--- src/rtl/bht_pkg.sv ---
// Shared definitions for the branch history table: 2-bit saturating counter
// encoding and its next-state function.
package bht_pkg;

  typedef logic [1:0] bht_state_t;

  localparam bht_state_t ST_STRONG_NT = 2'b00;
  localparam bht_state_t ST_WEAK_NT   = 2'b01;
  localparam bht_state_t ST_WEAK_T    = 2'b10;
  localparam bht_state_t ST_STRONG_T  = 2'b11;

  function automatic bht_state_t sat_next(input bht_state_t state, input logic taken);
    bht_state_t nxt;
    nxt = state;
    if (taken) begin
      if (state != ST_STRONG_T) nxt = state + 2'b01;
    end else begin
      if (state != ST_STRONG_NT) nxt = state - 2'b01;
    end
    return nxt;
  endfunction

endpackage

--- src/rtl/bht_inflight_fifo.sv ---
// In-order store of predicted branches {addr, state} awaiting resolution, with
// a broadcast port that rewrites the state of every entry matching an index.
module bht_inflight_fifo
  import bht_pkg::*;
#(
  parameter int LOWER = 5,
  parameter int DEPTH = 4
) (
  input  logic                     clk,
  input  logic                     arst_n,
  input  logic                     push_en,
  input  logic [LOWER-1:0]         push_addr,
  input  logic [1:0]               push_state,
  input  logic                     pop_en,
  input  logic                     flush,
  input  logic                     fwd_en,
  input  logic [LOWER-1:0]         fwd_addr,
  input  logic [1:0]               fwd_state,
  output logic [LOWER-1:0]         head_addr,
  output logic [1:0]               head_state,
  output logic                     empty,
  output logic                     full,
  output logic [$clog2(DEPTH):0]   count
);

  localparam int PTR_W = $clog2(DEPTH);
  localparam int CNT_W = PTR_W + 1;

  logic [LOWER-1:0] mem_addr  [DEPTH];
  bht_state_t       mem_state [DEPTH];
  logic [PTR_W-1:0] rd_ptr;
  logic [PTR_W-1:0] wr_ptr;

  assign head_addr  = mem_addr[rd_ptr];
  assign head_state = mem_state[rd_ptr];
  assign empty      = (count == '0);
  assign full       = (count == CNT_W'(DEPTH));

  always_ff @(posedge clk or negedge arst_n) begin
    if (!arst_n) begin
      rd_ptr <= '0;
      wr_ptr <= '0;
      count  <= '0;
    end else begin
      if (push_en) wr_ptr <= wr_ptr + 1'b1;
      if (flush) begin
        // Everything behind the popped head is wrong-path work.
        rd_ptr <= wr_ptr;
        count  <= '0;
      end else begin
        if (pop_en) rd_ptr <= rd_ptr + 1'b1;
        case ({push_en, pop_en})
          2'b10:   count <= count + 1'b1;
          2'b01:   count <= count - 1'b1;
          default: count <= count;
        endcase
      end
    end
  end

  // Storage carries no reset; only entries between the pointers are meaningful.
  always_ff @(posedge clk) begin
    for (int i = 0; i < DEPTH; i++) begin
      if (fwd_en && (mem_addr[i] == fwd_addr)) mem_state[i] <= fwd_state;
    end
    if (push_en) begin
      mem_addr[wr_ptr]  <= push_addr;
      mem_state[wr_ptr] <= (fwd_en && (push_addr == fwd_addr)) ? fwd_state : push_state;
    end
  end

endmodule

--- src/rtl/branch_history_update.sv ---
// Branch history table writer: resolves in-flight predictions, issues the
// registered counter write and flags mispredictions.
module branch_history_update
  import bht_pkg::*;
#(
  parameter int LOWER = 5,
  parameter int DEPTH = 4
) (
  input  logic                     clk,
  input  logic                     arst_n,
  input  logic                     push_valid,
  input  logic [LOWER-1:0]         push_addr,
  input  logic [1:0]               push_state,
  output logic                     push_ready,
  input  logic                     resolve_valid,
  input  logic                     was_taken,
  input  logic                     jumped,
  output logic                     upd_en,
  output logic [LOWER-1:0]         upd_addr,
  output logic [1:0]               upd_state,
  output logic                     mispredict,
  output logic [$clog2(DEPTH):0]   count,
  output logic                     resolve_err
);

  logic [LOWER-1:0] head_addr;
  logic [1:0]       head_state;
  logic             empty;
  logic             full;
  logic             outcome_p0;
  logic             resolve_p0;
  logic             mis_p0;
  logic             push_en_p0;
  bht_state_t       new_state_p0;

  assign outcome_p0   = was_taken | jumped;
  assign resolve_p0   = resolve_valid && !empty;
  assign new_state_p0 = sat_next(head_state, outcome_p0);
  assign mis_p0       = resolve_p0 && (head_state[1] != outcome_p0);
  assign push_ready   = !full || resolve_p0;
  // A push racing a flush is wrong-path; fetch is not stalled but it is dropped.
  assign push_en_p0   = push_valid && push_ready && !mis_p0;

  bht_inflight_fifo #(
    .LOWER (LOWER),
    .DEPTH (DEPTH)
  ) u_fifo (
    .clk        (clk),
    .arst_n     (arst_n),
    .push_en    (push_en_p0),
    .push_addr  (push_addr),
    .push_state (push_state),
    .pop_en     (resolve_p0),
    .flush      (mis_p0),
    .fwd_en     (resolve_p0),
    .fwd_addr   (head_addr),
    .fwd_state  (new_state_p0),
    .head_addr  (head_addr),
    .head_state (head_state),
    .empty      (empty),
    .full       (full),
    .count      (count)
  );

  // p0 -> p1: registered table write and mispredict pulse
  always_ff @(posedge clk or negedge arst_n) begin
    if (!arst_n) begin
      upd_en      <= 1'b0;
      upd_addr    <= '0;
      upd_state   <= ST_STRONG_NT;
      mispredict  <= 1'b0;
      resolve_err <= 1'b0;
    end else begin
      upd_en     <= resolve_p0;
      mispredict <= mis_p0;
      if (resolve_p0) begin
        upd_addr  <= head_addr;
        upd_state <= new_state_p0;
      end
      if (resolve_valid && empty) resolve_err <= 1'b1;
    end
  end

endmodule

--- config.mk ---
export PLATFORM = sky130hd
export DESIGN_NAME = branch_history_update
export DESIGN_NICKNAME = d
export VERILOG_FILES = /design/src/rtl/bht_pkg.sv /design/src/rtl/bht_inflight_fifo.sv /design/src/rtl/branch_history_update.sv
export SDC_FILE = /design/constraint.sdc
export NUM_CORES = 1
export LEC_CHECK = 0
export ABC_AREA = 1
export CORE_MARGIN = 4
export CORE_UTILIZATION = 52
export DETAILED_ROUTE_END_ITERATION = 10
export HOLD_SLACK_MARGIN = 0.03
export PLACE_DENSITY = 0.82
export SLEW_MARGIN = 20
export SYNTH_ARGS = -nofsm -noshare
export SYNTH_HDL_FRONTEND = slang
export SYNTH_SLANG_ARGS = --single-unit
export TNS_END_PERCENT = 10
--- constraint.sdc ---
create_clock -name clk -period 1.9 [get_ports clk]
set_input_delay 0.38 -clock clk [delete_from_list [all_inputs] [get_ports clk]]
set_output_delay 0.38 -clock clk [all_outputs]
set_load 0.005 [all_outputs]
==> results.toml, run 1 <==
[run_status]
outcome = "finished with violations"
failing_checks = "negative setup slack"

[synth]
synth_top_area_cell = "sky130_fd_sc_hd__edfxtp_1"
synth_largest_type_area_fraction_pct = 30.8
async_flop_share_pct = 37.8
postSynthNetCount = 337
syn-instance-count = 319
synth_cell_type_count = 37
synth_top_cells_by_area = "sky130_fd_sc_hd__edfxtp_1, sky130_fd_sc_hd__dfrtp_1, sky130_fd_sc_hd__nand2_1"
dominantRegCellSynth = "sky130_fd_sc_hd__edfxtp_1"
synthesis.area_sq_um = 2730
synth_enable_flop_cells = 28
leading_cell_type_by_number_of_instances_after_synthesis = "sky130_fd_sc_hd__nand2_1"
synth.top_cells.by_count = "sky130_fd_sc_hd__nand2_1, sky130_fd_sc_hd__inv_1, sky130_fd_sc_hd__edfxtp_1, sky130_fd_sc_hd__nand3_1, sky130_fd_sc_hd__dfrtp_1"
synth.yosys.seq_area_share_pct = 46.4
ys_ff_latch = 45
synthesis.yosys.warnings = 0
syn_area_per_cell_sq_um = 8.56

[timing]
finalWorstSetupSlack_ns = -0.0980
number_of_hold_violations_in_the_final_report = 0
finalSetupViolCount = 15
rsz0062_at_grt = "yes"
timing.max_slew.rel_slack_pct = 82.3
fin_crit_sh_pct = 105
final_period_minus_worst_setup_slack_ns = 2.00
timing_max_transition_violations_final = 0
finalClockSkew_ns = 0.0103
worstMarginPinSlew_ns = 0.265
fmax_mhz = 500

[detailed_routing]
drt-initial-drc-count = 170
vias_per_cell = 5.12
remaining_number_of_nets_flagged_by_the_antenna_check_after_routing = 0
drc = 0
detailroute.wirelength.met3_um = 345
wl_per_cell_um = 14.3
route.top_layer_used = "met4"
route.vias.total = 2421
totalWireLength_um = 6760
drt_first_pass_iters = 5
route.layer.met1.wl_um = 2530
met2_length_um = 3620

[worst_setup_path]
critical-path-max-stage-delay_ns = 0.46
worst-endpoint-arrival_ns = 2.19
timing.critical_path.from_type = "register"
timing.critical_path.fanout_max = 6
crit_slowest_cell = "sky130_fd_sc_hd__dfrtp_2"
setup_crit_path_kind = "register to register"
critPathRequiredTime_ns = 2.09
path_cells = "clkinv_4 > nand2_2 > nand3_2 > nand2_2 > nand2_4 > nand2_4 > a21oi_4 > fa_2 > xnor2_2 > inv_1 > nand2_1 > nand2_1 > nand2_1 > nand2_1"
critPathCaptureType = "register"
critPathMostFrequentCell = "sky130_fd_sc_hd__nand2_1"

[clock_tree]
clkLatencyLatePin_ns = 0.30
htree_levels = 2
cts-hold-fix-buffers = 0
cts_tree = "done"
clk_pin_slew_ns = 0.09
total_clock_buffers_created_by_cts = 5
cts-root-to-sink-buffers = 2
clock_sink_count = 45
clockRootBuffer = "sky130_fd_sc_hd__clkbuf_8"

[final_layout]
fillCellCount = 371
stdcell_count = 473
antenna-diode-count = 0
post-route-cell-area_sq_um = 3700
synthToLayoutAreaGrowth_pct = 35.5
final_nets = 420
final_layout_size_suffix_gt1_share_pct = 33.0

[floorplanning]
dieHeight_um = 80.5
dieArea_sq_um = 6470
design.core.area_sq_um = 5110
boundaryPins = 27
core.rowCount = 26
initial_core_util_pct = 53.5
chipWidth_um = 80.5

[place]
dp_hpwl_um = 4900
placedInstanceArea_sq_um = 3390
dp.cells = 456
io_buffers = 26
routabilityCongestion = 0.912

[global_route]
gr-total-overflow = 0
grt_first_pass_wirelength_um = 10700
grtUsageTotal_pct = 21.8
grt_max_degree = 18
grt_antenna_before_repair = 0
grt_pass1_vias = 2341

[power]
maximum_ir_drop_on_the_vdd_rail_v = 0.000819
power.static_leakage_uw = 0.00180
power_per_cell_area_nw_per_um2 = 1680

[run]
maxcap_violations = 0

[worst_hold_path]
timing.hold.worst.class = "primary input to asynchronous set/reset pin"
final timing paths:
check / startpoint / end / slack (ns) / cells after the start
worst max-delay path: u_fifo.rd_ptr[0]$_DFFE_PN0P_ / u_fifo.count[2]$_DFFE_PN0P_ / -0.1 / 14
worst min-delay path: arst_n / upd_addr[3]$_DFFE_PN0P_ / 0.39 / 2
worst max register to register: u_fifo.rd_ptr[0]$_DFFE_PN0P_ / u_fifo.count[2]$_DFFE_PN0P_ / -0.1 / 14
worst min register to register: upd_state[0]$_DFFE_PN0P_ / upd_state[0]$_DFFE_PN0P_ / 0.49 / 2
max in group asynchronous: arst_n / u_fifo.rd_ptr[0]$_DFFE_PN0P_ / 1.30 / 2
min in group clk: upd_state[0]$_DFFE_PN0P_ / upd_state[0]$_DFFE_PN0P_ / 0.49 / 2
stage by stage:
step | utilization [%] | total power (uW) | setup slack, ns | TNS (ns) | hold WS [ns]
final | 72.4 | 6230 | -0.0980 | -0.560 | 0.392
after global routing | 72.4 | 6680 | -0.234 | -2.69 | 0.403
after CTS | 68.7 | 5780 | -0.0827 | -0.197 | 0.396
after detailed placement | 66.4 | 5030 | -0.369 | -7.21 | 0.473
after global placement | 66.4 | 4900 | -0.257 | -5.59 | 0.469
after floorplan | - | 3630 | 0.000304 | 0 | 0.0844
cell usage in the layout, fill, tap and decap left out, types with 8 or more instances in the layout:
cell,count
sky130_fd_sc_hd__buf_4,47
sky130_fd_sc_hd__clkdlybuf4s50_1,25
sky130_fd_sc_hd__dfrtp_1,16
sky130_fd_sc_hd__edfxtp_1,28
sky130_fd_sc_hd__inv_1,51
sky130_fd_sc_hd__nand2_1,75
sky130_fd_sc_hd__nand2_2,22
sky130_fd_sc_hd__nand2_4,8
sky130_fd_sc_hd__nand3_1,15
sky130_fd_sc_hd__nand3_2,16
sky130_fd_sc_hd__nor2_1,13
sky130_fd_sc_hd__o21ai_0,15
logic make-up (layout without fill, tap and decap cells):
kind of cell	after synthesis	count (layout)	synth area share, %
AOI/OAI and AO/OA	34	34	7.24
xor gates and xnor gates	6	6	1.92
adders and majority gates	5	5	2.57
buffers and inverters	66	150	10.9
DFF	45	45	46.4
and+or+nand+nor	163	163	31.0
report_power, final:
group	internal [uW]	total [uW]	switching, uW	leakage, uW
Combinational	1800	3920	2110	0.00129
Sequential	1420	1600	182	0.000458
Clock	394	716	323	0.0000585
Total	3610	6230	2620	0.00180
repair_timing:
item | 4_1_cts | 5_1_grt
gates cloned | 0 | 1
setup endpoints to repair | 18 | 31
resized for setup | 3 | 36
pin swaps | 1 | 17
buffers inserted | 0 | 8
flip-flops by register name (all words and copies together), names as in the netlist:
signal	cells
upd_en	1
u_fifo.wr_ptr	2
upd_addr	5
upd_state	2
u_fifo.mem_addr	20
u_fifo.rd_ptr	2
mispredict	1
resolve_err	1
u_fifo.count	3
u_fifo.mem_state	8
critical path, delay by kind of cell (launching register included):
kind                     cells  cell delay (ns)
AO/OA/AOI/OAI                1             0.07
AND/OR/NAND/NOR              9             0.62
flip-flops                   1             0.46
adder cells (fa/ha/maj)      1             0.39
buffers and inverters        2             0.17
XOR/XNOR                     1             0.18
per-layer routing:
metal | up-vias | GRT usage (%)
met1 | 1115 | 24.9
li1 | 1183 | -
met5 | - | 0
met2 | 95 | 40.5
met3 | 28 | 4.04
met4 | 0 | 7.26
area by class of cell:
cell class	count	area, sq um	share of cell area, %
Timing Repair inverter	1	6.26	0.169
Tap cell	70	87.6	2.37
Clock inverter	3	43.8	1.18
Inverter	61	246	6.66
Sequential cell	45	1270	34.3
Multi-Input combinational cell	208	1270	34.2
Timing Repair Buffer	80	712	19.2
Clock buffer	5	68.8	1.86
(Power assumes the default switching activity.)
==> run 2: changes to the inputs <==
CORE_ASPECT_RATIO = 1.25   (was default)
==> results.toml, run 2 (synthesized netlist as in run 1, its figures left out) <==
[worst_setup_path]
worstRegToRegCells = 11
worst-endpoint-arrival_ns = 2.10
crit_slowest_cell = "sky130_fd_sc_hd__dfrtp_2"
path_cells = "buf_6 > nand2_1 > nand3_4 > nand2_4 > buf_4 > nand2_2 > nand2_2 > nor2_4 > nand4_1 > nand3_1 > nand2_1"
timing.critical_path.from_type = "register"
timing.critical_path.fanout_max = 7
critical-path-max-stage-delay_ns = 0.47
critPathCaptureType = "register"
setup_crit_path_kind = "register to register"
critPathRequiredTime_ns = 1.96

[clock_tree]
clock_sink_count = 45
cts_tree = "done"
htree_levels = 2
cts-root-to-sink-buffers = 2
total_clock_buffers_created_by_cts = 5
clk_pin_slew_ns = 0.09
clockRootBuffer = "sky130_fd_sc_hd__clkbuf_8"
clkLatencyLatePin_ns = 0.31

[floorplanning]
design.core.area_sq_um = 5080
chipWidth_um = 72.8
dieHeight_um = 89.0
dieArea_sq_um = 6480
boundaryPins = 27
core.rowCount = 29
initial_core_util_pct = 53.7

[detailed_routing]
totalWireLength_um = 7560
drt-initial-drc-count = 175
route.top_layer_used = "met4"
met2_length_um = 3920
vias_per_cell = 5.48
drc = 0
route.layer.met1.wl_um = 2760
route.vias.total = 2526
remaining_number_of_nets_flagged_by_the_antenna_check_after_routing = 0
wl_per_cell_um = 16.4
drt_first_pass_iters = 5
detailroute.wirelength.met3_um = 540

[final_layout]
mostFrequentLayoutCell = "sky130_fd_sc_hd__nand2_1"
largest_reg_flops = 20
synthToLayoutAreaGrowth_pct = 35.0
max_flop_register = "u_fifo.mem_addr"
multi_input_area_sq_um = 1270
fillCellCount = 332
antenna-diode-count = 0
final_nets = 416
final_util_pct = 72.6
reg.largest.list = "u_fifo.mem_addr (20), u_fifo.mem_state (8), upd_addr (5)"
most-common-layout-cells = "sky130_fd_sc_hd__nand2_1, sky130_fd_sc_hd__inv_1, sky130_fd_sc_hd__buf_4"
regArea_sq_um = 1270
final_layout_size_suffix_gt1_share_pct = 31.3

[timing]
finalWorstSetupSlack_ns = -0.136
finalClockSkew_ns = 0.00990
number_of_hold_violations_in_the_final_report = 0
final_period_minus_worst_setup_slack_ns = 2.04
timing.max_slew.rel_slack_pct = 83.3
fmax_mhz = 491
timing_max_transition_violations_final = 0
finalSetupViolCount = 17
fin_crit_sh_pct = 107
worstMarginPinSlew_ns = 0.250
rsz0062_at_grt = "yes"

[global_route]
grt_pass1_vias = 2504
grt_first_pass_wirelength_um = 11600
grtUsageTotal_pct = 23.8
grt_max_degree = 18
gr-total-overflow = 0
grt_antenna_before_repair = 0

[place]
io_buffers = 26
dp_slack_ns = -0.418
dp_hpwl_um = 5250
routabilityCongestion = 0.985

[run_status]
outcome = "finished with violations"
failing_checks = "negative setup slack"

[run]
maxcap_violations = 0

[power]
intPower_uw = 3750
power.net_switching_uw = 2770
power.static_leakage_uw = 0.00180
maximum_ir_drop_on_the_vdd_rail_v = 0.00106
power_per_cell_area_nw_per_um2 = 1770
combinationalPowerShare_pct = 62.0
seq_power_share_pct = 24.6
share_of_total_power_in_the_clock_network_pct = 13.3
power.switching_fraction_pct = 42.5

[worst_hold_path]
timing.hold.worst.class = "primary input to asynchronous set/reset pin"
[run 2: cell types whose count changed in the layout (fill, tap and decap cells not counted), sizes merged]
cell,delta
bufinv,+1
buf,-3
inv,-2
[run 2: path summary, 6_finish.rpt]
kind                                              startpoint                               end  slack [ns]
worst max-delay path            u_fifo.rd_ptr[0]$_DFFE_PN0P_  u_fifo.mem_state[0][1]$_DFFE_PP_       -0.14
worst min-delay path                                  arst_n           upd_addr[0]$_DFFE_PN0P_        0.40
worst max register to register  u_fifo.rd_ptr[0]$_DFFE_PN0P_  u_fifo.mem_state[0][1]$_DFFE_PP_       -0.14
worst min register to register       resolve_err$_DFFE_PN0P_           resolve_err$_DFFE_PN0P_        0.49
max in group asynchronous                             arst_n      u_fifo.rd_ptr[0]$_DFFE_PN0P_        1.29
min in group clk                     resolve_err$_DFFE_PN0P_           resolve_err$_DFFE_PN0P_        0.49
[run 2: metal layers]
metal	global-route usage, %	up-vias
met1	26.9	1183
li1	-	1175
met2	42.3	136
met3	4.61	32
met5	0	-
met4	12.8	0
[run 2: layout make-up]
type | instances | share of cell area [%]
Sequential cell | 45 | 34.4
Timing Repair Buffer | 77 | 18.6
Clock buffer | 5 | 1.87
Inverter | 61 | 6.75
Tap cell | 62 | 2.10
Clock inverter | 3 | 1.77
Multi-Input combinational cell | 208 | 34.5
[run 2: repair_timing]
item,4_1_cts,5_1_grt
hold buffers,0,0
gates resized for setup,8,25
buffers inserted,1,6
setup endpoints to repair,18,38
pin swaps,3,12
[run 2: critical path, delay by kind of cell (launching register included)]
| kind | cells | cell delay (ns) |
|---|---|---|
| buffers and inverters | 2 | 0.29 |
| flip-flops | 1 | 0.47 |
| AND/OR/NAND/NOR | 9 | 1.02 |
[run 2: per-stage QoR]
step           hold WS (ns)  total power [uW]  area [sq um]  cells  setup TNS, ns
2_1_floorplan        0.0844              3630          2730    319              0
3_3_place_gp          0.472              4960          3380    446          -5.73
6_report              0.396              6510          3690    461          -1.27
4_1_cts               0.395              6110          3550    455         -0.544
3_5_place_dp          0.461              5110          3380    446          -8.29
5_1_grt               0.420              6940          3690    461          -3.56
[run 2: power groups by stage]
| stage | Sequential (uW) | Clock (uW) | Combinational, uW |
|---|---|---|---|
| final | 1610 | 868 | 4040 |
| after global routing | 1640 | 907 | 4400 |
| after CTS | 1600 | 873 | 3640 |
| after detailed placement | 1610 | 0 | 3500 |
| after global placement | 1600 | 0 | 3360 |
| after floorplan | 1570 | 0 | 2060 |
